$ cat src/rtl/rot_pkg.sv
// Shared types for the image rotation controller: rotation encodings,
// FSM state encoding and the default pixel width.
package rot_pkg;

    localparam int PIX_W_DEF = 8;

    typedef enum logic [1:0] {
        ROT_0   = 2'd0,
        ROT_90  = 2'd1,
        ROT_180 = 2'd2,
        ROT_270 = 2'd3
    } rot_e;

    typedef enum logic [2:0] {
        S_IDLE,
        S_LOAD,
        S_RD,
        S_WR,
        S_DONE
    } state_e;

    // Counter-clockwise by MODE quarter turns equals clockwise by (4-MODE) mod 4.
    function automatic rot_e eff_rot(input logic [1:0] mode, input logic dir);
        return dir ? rot_e'(2'd0 - mode) : rot_e'(mode);
    endfunction

endpackage

$ cat src/rtl/rot_ctrl_if.sv
// Pixel read/write request-acknowledge channels between the rotation
// controller (master) and the memory fabric (slave).
interface rot_ctrl_if #(
    parameter int PIX_W = rot_pkg::PIX_W_DEF
);
    logic             rd_req;
    logic [31:0]      rd_addr;
    logic             rd_ack;
    logic [PIX_W-1:0] rd_data;
    logic             wr_req;
    logic [31:0]      wr_addr;
    logic [PIX_W-1:0] wr_data;
    logic             wr_ack;

    modport master (
        output rd_req, rd_addr, wr_req, wr_addr, wr_data,
        input  rd_ack, rd_data, wr_ack
    );

    modport slave (
        input  rd_req, rd_addr, wr_req, wr_addr, wr_data,
        output rd_ack, rd_data, wr_ack
    );
endinterface

$ cat src/rtl/rot_addr_gen.sv
// Combinational address generator: raster-order source address and the
// rotated destination address for the pixel at (x, y).
module rot_addr_gen
    import rot_pkg::*;
(
    input  logic [31:0] src,
    input  logic [31:0] dst,
    input  logic [15:0] h,
    input  logic [15:0] w,
    input  logic [15:0] x,
    input  logic [15:0] y,
    input  rot_e        rot,
    output logic [31:0] rd_addr,
    output logic [31:0] wr_addr
);
    logic [31:0] h32, w32, x32, y32, x_rev, y_rev;

    // All arithmetic is 32-bit and wraps modulo 2^32.
    assign h32   = {16'd0, h};
    assign w32   = {16'd0, w};
    assign x32   = {16'd0, x};
    assign y32   = {16'd0, y};
    assign x_rev = w32 - x32 - 32'd1;
    assign y_rev = h32 - y32 - 32'd1;

    assign rd_addr = src + y32 * w32 + x32;

    always_comb begin
        wr_addr = dst + y32 * w32 + x32;
        case (rot)
            ROT_0:   wr_addr = dst + y32 * w32 + x32;
            ROT_90:  wr_addr = dst + x32 * h32 + y_rev;
            ROT_180: wr_addr = dst + y_rev * w32 + x_rev;
            ROT_270: wr_addr = dst + x_rev * h32 + y32;
            default: wr_addr = dst + y32 * w32 + x32;
        endcase
    end

endmodule

$ cat src/rtl/rot_ctrl.sv
// Image rotation controller: walks the source image in raster order, moving
// one pixel per read/write handshake pair to its rotated destination.
module rot_ctrl
    import rot_pkg::*;
#(
    parameter int PIX_W = PIX_W_DEF
) (
    input  logic        I_ROTCTRL_PCLK,
    input  logic        I_ROTCTRL_PRESET,
    input  logic [31:0] I_ROTCTRL_SRC_IMG,
    input  logic [31:0] I_ROTCTRL_DST_IMG,
    input  logic [15:0] I_ROTCTRL_IMG_H,
    input  logic [15:0] I_ROTCTRL_IMG_W,
    input  logic [1:0]  I_ROTCTRL_MODE,
    input  logic        I_ROTCTRL_DIR,
    input  logic        I_ROTCTRL_START,
    input  logic        I_ROTCTRL_SOFT_RESET,
    input  logic        I_ROTCTRL_INTR_MASK,
    input  logic        I_ROTCTRL_INTR_CLEAR,
    rot_ctrl_if.master  mem,
    output logic [15:0] O_ROTCTRL_NEW_H,
    output logic [15:0] O_ROTCTRL_NEW_W,
    output logic        O_ROTCTRL_BUSY,
    output logic        O_ROTCTRL_DONE,
    output logic        O_ROTCTRL_INTR
);
    state_e           state_q, state_d;
    logic             start_q, start_arm_q, start_rise;
    logic [31:0]      src_q, dst_q;
    logic [15:0]      h_q, w_q, x_q, y_q, new_h_q, new_w_q;
    rot_e             rot_q, load_rot;
    logic [PIX_W-1:0] pix_q;
    logic             done_flag_q;
    logic             rd_req, wr_req, busy, done, load_en, rd_cap, wr_adv, last_pix;
    logic [31:0]      rd_addr, wr_addr;

    // A START level already high when reset releases must fall before it can launch.
    assign start_rise = I_ROTCTRL_START & ~start_q & start_arm_q;
    assign load_rot   = eff_rot(I_ROTCTRL_MODE, I_ROTCTRL_DIR);
    assign last_pix   = (x_q == w_q - 16'd1) && (y_q == h_q - 16'd1);

    // NOTE: sequential state uses non-blocking assignments so every register samples pre-edge values.
    always_ff @(posedge I_ROTCTRL_PCLK) begin
        if (I_ROTCTRL_PRESET) state_q <= S_IDLE;
        else                  state_q <= state_d;
    end

    always_comb begin
        // NOTE: every output gets a default first so no path can infer a latch.
        state_d = state_q;
        rd_req  = 1'b0;
        wr_req  = 1'b0;
        busy    = 1'b1;
        done    = 1'b0;
        load_en = 1'b0;
        rd_cap  = 1'b0;
        wr_adv  = 1'b0;
        case (state_q)
            S_IDLE: begin
                busy = 1'b0;
                if (start_rise) state_d = S_LOAD;
            end
            S_LOAD: begin
                load_en = 1'b1;
                state_d = (I_ROTCTRL_IMG_H == 16'd0 || I_ROTCTRL_IMG_W == 16'd0) ? S_DONE : S_RD;
            end
            S_RD: begin
                rd_req = 1'b1;
                if (mem.rd_ack) begin
                    rd_cap  = 1'b1;
                    state_d = S_WR;
                end
            end
            S_WR: begin
                wr_req = 1'b1;
                if (mem.wr_ack) begin
                    wr_adv  = 1'b1;
                    state_d = last_pix ? S_DONE : S_RD;
                end
            end
            S_DONE: begin
                done    = 1'b1;
                state_d = S_IDLE;
            end
            default: state_d = S_IDLE;
        endcase
        // Abort overrides everything: requests stay up this cycle, drop next.
        if (I_ROTCTRL_SOFT_RESET) begin
            state_d = S_IDLE;
            done    = 1'b0;
            load_en = 1'b0;
            rd_cap  = 1'b0;
            wr_adv  = 1'b0;
        end
    end

    always_ff @(posedge I_ROTCTRL_PCLK) begin
        if (I_ROTCTRL_PRESET) begin
            start_q     <= 1'b0;
            start_arm_q <= 1'b0;
        end else begin
            start_q <= I_ROTCTRL_START;
            if (!I_ROTCTRL_START) start_arm_q <= 1'b1;
        end
    end

    always_ff @(posedge I_ROTCTRL_PCLK) begin
        if (I_ROTCTRL_PRESET) begin
            src_q   <= '0;
            dst_q   <= '0;
            h_q     <= '0;
            w_q     <= '0;
            rot_q   <= ROT_0;
            x_q     <= '0;
            y_q     <= '0;
            new_h_q <= '0;
            new_w_q <= '0;
            pix_q   <= '0;
        end else begin
            if (load_en) begin
                src_q   <= I_ROTCTRL_SRC_IMG;
                dst_q   <= I_ROTCTRL_DST_IMG;
                h_q     <= I_ROTCTRL_IMG_H;
                w_q     <= I_ROTCTRL_IMG_W;
                rot_q   <= load_rot;
                x_q     <= '0;
                y_q     <= '0;
                new_h_q <= (load_rot inside {ROT_90, ROT_270}) ? I_ROTCTRL_IMG_W : I_ROTCTRL_IMG_H;
                new_w_q <= (load_rot inside {ROT_90, ROT_270}) ? I_ROTCTRL_IMG_H : I_ROTCTRL_IMG_W;
            end else if (wr_adv) begin
                if (x_q == w_q - 16'd1) begin
                    x_q <= '0;
                    y_q <= y_q + 16'd1;
                end else begin
                    x_q <= x_q + 16'd1;
                end
            end
            if (rd_cap) pix_q <= mem.rd_data;
        end
    end

    // A completion in the same cycle as a clear keeps the flag set.
    always_ff @(posedge I_ROTCTRL_PCLK) begin
        if (I_ROTCTRL_PRESET)          done_flag_q <= 1'b0;
        else if (done)                 done_flag_q <= 1'b1;
        else if (I_ROTCTRL_INTR_CLEAR) done_flag_q <= 1'b0;
    end

    rot_addr_gen u_addr_gen (
        .src     (src_q),
        .dst     (dst_q),
        .h       (h_q),
        .w       (w_q),
        .x       (x_q),
        .y       (y_q),
        .rot     (rot_q),
        .rd_addr (rd_addr),
        .wr_addr (wr_addr)
    );

    assign mem.rd_req  = rd_req;
    assign mem.rd_addr = rd_req ? rd_addr : '0;
    assign mem.wr_req  = wr_req;
    assign mem.wr_addr = wr_req ? wr_addr : '0;
    assign mem.wr_data = wr_req ? pix_q : '0;

    assign O_ROTCTRL_NEW_H = new_h_q;
    assign O_ROTCTRL_NEW_W = new_w_q;
    assign O_ROTCTRL_BUSY  = busy;
    assign O_ROTCTRL_DONE  = done;
    assign O_ROTCTRL_INTR  = done_flag_q & ~I_ROTCTRL_INTR_MASK;

endmodule
$ cat src/flat_wrapper.sv
// flat-port wrapper written by rule: the top's interface ports become plain ports
module rot_ctrl_flat import rot_pkg::*;
#(
    parameter int PIX_W = PIX_W_DEF
)
  (I_ROTCTRL_PCLK, I_ROTCTRL_PRESET, I_ROTCTRL_SRC_IMG, I_ROTCTRL_DST_IMG, I_ROTCTRL_IMG_H, I_ROTCTRL_IMG_W, I_ROTCTRL_MODE, I_ROTCTRL_DIR, I_ROTCTRL_START, I_ROTCTRL_SOFT_RESET, I_ROTCTRL_INTR_MASK, I_ROTCTRL_INTR_CLEAR, O_ROTCTRL_NEW_H, O_ROTCTRL_NEW_W, O_ROTCTRL_BUSY, O_ROTCTRL_DONE, O_ROTCTRL_INTR, mem_rd_req, mem_rd_addr, mem_wr_req, mem_wr_addr, mem_wr_data, mem_rd_ack, mem_rd_data, mem_wr_ack);
  rot_ctrl_if #(.PIX_W(PIX_W)) mem_i ();
  input  logic I_ROTCTRL_PCLK;
  input  logic I_ROTCTRL_PRESET;
  input  logic [31:0] I_ROTCTRL_SRC_IMG;
  input  logic [31:0] I_ROTCTRL_DST_IMG;
  input  logic [15:0] I_ROTCTRL_IMG_H;
  input  logic [15:0] I_ROTCTRL_IMG_W;
  input  logic [1:0] I_ROTCTRL_MODE;
  input  logic I_ROTCTRL_DIR;
  input  logic I_ROTCTRL_START;
  input  logic I_ROTCTRL_SOFT_RESET;
  input  logic I_ROTCTRL_INTR_MASK;
  input  logic I_ROTCTRL_INTR_CLEAR;
  output logic [15:0] O_ROTCTRL_NEW_H;
  output logic [15:0] O_ROTCTRL_NEW_W;
  output logic O_ROTCTRL_BUSY;
  output logic O_ROTCTRL_DONE;
  output logic O_ROTCTRL_INTR;
  output wire logic [$bits(mem_i.rd_req)-1:0] mem_rd_req;
  output wire logic [$bits(mem_i.rd_addr)-1:0] mem_rd_addr;
  output wire logic [$bits(mem_i.wr_req)-1:0] mem_wr_req;
  output wire logic [$bits(mem_i.wr_addr)-1:0] mem_wr_addr;
  output wire logic [$bits(mem_i.wr_data)-1:0] mem_wr_data;
  input wire logic [$bits(mem_i.rd_ack)-1:0] mem_rd_ack;
  input wire logic [$bits(mem_i.rd_data)-1:0] mem_rd_data;
  input wire logic [$bits(mem_i.wr_ack)-1:0] mem_wr_ack;
  assign mem_rd_req = mem_i.rd_req;
  assign mem_rd_addr = mem_i.rd_addr;
  assign mem_wr_req = mem_i.wr_req;
  assign mem_wr_addr = mem_i.wr_addr;
  assign mem_wr_data = mem_i.wr_data;
  assign mem_i.rd_ack = mem_rd_ack;
  assign mem_i.rd_data = mem_rd_data;
  assign mem_i.wr_ack = mem_wr_ack;
  rot_ctrl #(.PIX_W(PIX_W)) u_core (.I_ROTCTRL_PCLK(I_ROTCTRL_PCLK), .I_ROTCTRL_PRESET(I_ROTCTRL_PRESET), .I_ROTCTRL_SRC_IMG(I_ROTCTRL_SRC_IMG), .I_ROTCTRL_DST_IMG(I_ROTCTRL_DST_IMG), .I_ROTCTRL_IMG_H(I_ROTCTRL_IMG_H), .I_ROTCTRL_IMG_W(I_ROTCTRL_IMG_W), .I_ROTCTRL_MODE(I_ROTCTRL_MODE), .I_ROTCTRL_DIR(I_ROTCTRL_DIR), .I_ROTCTRL_START(I_ROTCTRL_START), .I_ROTCTRL_SOFT_RESET(I_ROTCTRL_SOFT_RESET), .I_ROTCTRL_INTR_MASK(I_ROTCTRL_INTR_MASK), .I_ROTCTRL_INTR_CLEAR(I_ROTCTRL_INTR_CLEAR), .mem(mem_i), .O_ROTCTRL_NEW_H(O_ROTCTRL_NEW_H), .O_ROTCTRL_NEW_W(O_ROTCTRL_NEW_W), .O_ROTCTRL_BUSY(O_ROTCTRL_BUSY), .O_ROTCTRL_DONE(O_ROTCTRL_DONE), .O_ROTCTRL_INTR(O_ROTCTRL_INTR));
endmodule
$ cat config.mk
export PLATFORM = sky130hd
export DESIGN_NAME = rot_ctrl_flat
export DESIGN_NICKNAME = d
export VERILOG_FILES = /design/src/rtl/rot_pkg.sv /design/src/rtl/rot_ctrl_if.sv /design/src/rtl/rot_addr_gen.sv /design/src/rtl/rot_ctrl.sv /design/src/flat_wrapper.sv
export SDC_FILE = /design/constraint.sdc
export NUM_CORES = 2
export LEC_CHECK = 0
export CAP_MARGIN = 10
export CORE_ASPECT_RATIO = 0.75
export CORE_MARGIN = 2
export CORE_UTILIZATION = 55
export DETAILED_ROUTE_END_ITERATION = 10
export PLACE_DENSITY = 0.73
export SYNTH_ARGS = -nofsm -noshare
export SYNTH_HDL_FRONTEND = slang
export SYNTH_HIERARCHICAL = 1
export SYNTH_SLANG_ARGS = --single-unit
export TNS_END_PERCENT = 50
$ cat constraint.sdc
create_clock -name I_ROTCTRL_PCLK -period 17.18 [get_ports I_ROTCTRL_PCLK]
set_input_delay 3.436 -clock I_ROTCTRL_PCLK [delete_from_list [all_inputs] [get_ports I_ROTCTRL_PCLK]]
set_output_delay 3.436 -clock I_ROTCTRL_PCLK [all_outputs]
set_load 0.005 [all_outputs]
==> flow_summary.toml <==
[drt]
wl_mm = 192
ant_nets = 0
via_per_inst = 5.78
drtPass1Iterations = 6
drc = 0
wire_per_inst_um = 23.3
num_vias = 47400
drtIter0Drc = 4761

[clock_network]
cts_buffers = 17
cts-resized-gates = 0
cts_root_buffer = "clkbuf_16"
cts_sinks = 176
clkLatencyLatePin_ns = 0.52
ctsHtreeMaxLevel = 4
cts_setup_buffers = 0
clock_path_buffers = 2
hold_buffers = 0
cts_tree = "built"
clk_pin_slew_worst_paths_ns = 0.09

[pwr]
ir_drop_mv = 0.0737
power_density_mw_per_mm2 = 37.5
leakage_nw = 31.1
total_power_mw = 2.34

[placement]
hpwl_mm = 152
port-buffer-count = 223
gp_congestion = 0.986
dp_worst_setup_slack_ns = 2.10

[worst_setup_path]
worst-setup-path-type = "reg -> out"
cpLargestDelayFamily = "adder cells"
critPathMaxFanout = 20
cp.arrival_ns = 12.37
path_common_cell = "fa_1"
cp-start-kind = "flip-flop"
crit_cells = 36
rr_startpoint = "u_core/w_q[5]$_SDFFE_PP0P_"
r2r_setup_slack_ns = 12.50
worstPathRequired_ns = 13.74
endpoint = "mem_wr_addr[31]"
critPathMaxStageDelay_ns = 1.06
cp-startpoint = "u_core/x_q[5]$_SDFFE_PP0P_"
end_kind = "primary output"
worstReg2RegEnd = "u_core/x_q[13]$_SDFFE_PP0P_"
cp.buffers_inverters = 8
slowest_stage = "dfxtp_1"
reg2regPathDepth = 9

[synthesis]
ys_ff_latch = 176
synthCells = 6675
avgSynthCellArea_sq_um = 8.66
synth_area_leader_cell = "fa_1"
synth_nets = 8482
netlist_area_sq_mm = 0.0578
synthTopCellsByArea = "fa_1, ha_1, inv_1"
synth_ff_type = "dfxtp_1"
ys_seq_area_share_pct = 6.09
ys_warn_count = 6
synth_top_cell_area_share_pct = 39.7
synth-edff-count = 0
synthArstFlopShare_pct = 0
synth_cell_type_count = 91

[min_path]
hp-class = "reg -> reg"

[timing]
layout_worst_path_cycle_share_pct = 92.0
rsz0062_at_grt = "false"
period_needed_ns = 15.81
tns_ns = 0
drv_slew = 0
fin_skew_ns = 0.0376
max-slew-margin-rel_pct = 8.54
holdWs_ns = 0.449
finalWorstSetupSlack_ns = 1.37
fmax_mhz = 63.3
tightest_slew_ns = 1.36
setup_violations = 0
hold_violations = 0

[global_route]
grt_antenna_before_repair = 10
first_global_vias = 48800
grt_max_degree = 84
grt_overflow = 0
groute.usage.overall_pct = 36.2
grt_pass1_wl_mm = 292

[floorplanning]
core-area_sq_mm = 0.104
start_util_pct = 55.7
rows = 102
die_x_um = 378
num_io_pins = 224
dieArea_sq_mm = 0.108
die_h_um = 285

[cells_and_area]
drive_gt1_share_pct = 3.47
nNetsFinal = 8599
fin_util_pct = 60.2
areaGrowthSynthToFinish_pct = 8.08
final_common_cell = "inv_1"
layout_common_cells = "inv_1, fa_1, nand2_1, and2_1, ha_1"

[run_status]
outcome = "completed"

[job]
maxCapViolations = 0
[worst min path at each step]
stage	from	to	slack, ns	depth (start not counted)
after floorplan	u_core/start_arm_q$_SDFFE_PP0N_	u_core/start_arm_q$_SDFFE_PP0N_	0.43	2
after global placement	u_core/O_ROTCTRL_NEW_H[3]$_SDFFE_PP0P_	u_core/O_ROTCTRL_NEW_H[3]$_SDFFE_PP0P_	0.43	2
after detailed placement	u_core/start_arm_q$_SDFFE_PP0N_	u_core/start_arm_q$_SDFFE_PP0N_	0.44	2
after CTS	u_core/start_arm_q$_SDFFE_PP0N_	u_core/start_arm_q$_SDFFE_PP0N_	0.45	2
after global routing	u_core/w_q[9]$_SDFFE_PP0P_	u_core/w_q[9]$_SDFFE_PP0P_	0.48	2
final	u_core/start_arm_q$_SDFFE_PP0N_	u_core/start_arm_q$_SDFFE_PP0N_	0.45	2
[report_power, final]
group	total (mW)	internal, mW	switching [mW]
combinational	1.45	0.514	0.937
clock	0.471	0.223	0.248
sequential	0.419	0.412	0.00684
[per-stage QoR]
step	area, sq um	instances
after CTS	62500	8209
after global routing	62500	8210
after floorplan	57800	6675
after global placement	61900	8177
after detailed placement	61900	8177
final	62500	8215
[logic make-up after synthesis]
kind of cell    count (synthesis)  share of synthesized area (%)
simple gates                 1957                           16.6
buf+inv                      1775                           11.6
fa+ha+maj                    1692                           51.5
compound gates                693                           7.65
xor+xnor                      314                           4.80
flops                         176                           6.09
mux                            68                           1.75
[Yosys cell counts, types with 39 or more instances]
library cell / n
nand3_1: 50
nand2b_1: 43
dfxtp_1: 176
xnor2_1: 229
mux2i_1: 39
and2_1: 544
nand2_1: 863
ha_1: 544
fa_1: 1148
a21oi_1: 256
clkbuf_1: 240
xor2_1: 83
nor2_1: 188
o21ai_0: 113
a21o_1: 74
nor2b_1: 58
nor3_1: 57
inv_1: 1524
[metal layers]
layer  global-route usage [%]  routed length [um]  share of wire, %
met1                     51.8               80900                42
met3                     12.0               25800                13
met2                     51.5               77400                40
met5                        0                  57             0.030
met4                     12.1                7450               3.9
[cell type report]
type	count	area, sq um
Timing Repair Buffer	347	3160
Fill cell	9027	41300
Sequential cell	176	3530
Inverter	1526	5730
Tap cell	1404	1760
Antenna cell	6	15.0
Multi-Input combinational cell	4724	47700
Clock inverter	15	195
Clock buffer	17	425
[sequential cells by signal, summed over array words and instances, names as in the netlist]
name	cells
u_core/start_arm_q	1
u_core/w_q	16
u_core/start_q	1
u_core/pix_q	8
u_core/x_q	16
u_core/done_flag_q	1
u_core/rot_q	2
u_core/src_q	32
u_core/O_ROTCTRL_NEW_W	16
u_core/state_q	3
u_core/y_q	16
u_core/O_ROTCTRL_NEW_H	16
u_core/h_q	16
u_core/dst_q	32
[worst min-delay path, cell delays in order (launching register included)]
cell	delay [ns]
dfxtp_1	0.31
inv_1	0.04
a21oi_1	0.05
(Power assumes the default switching activity.)
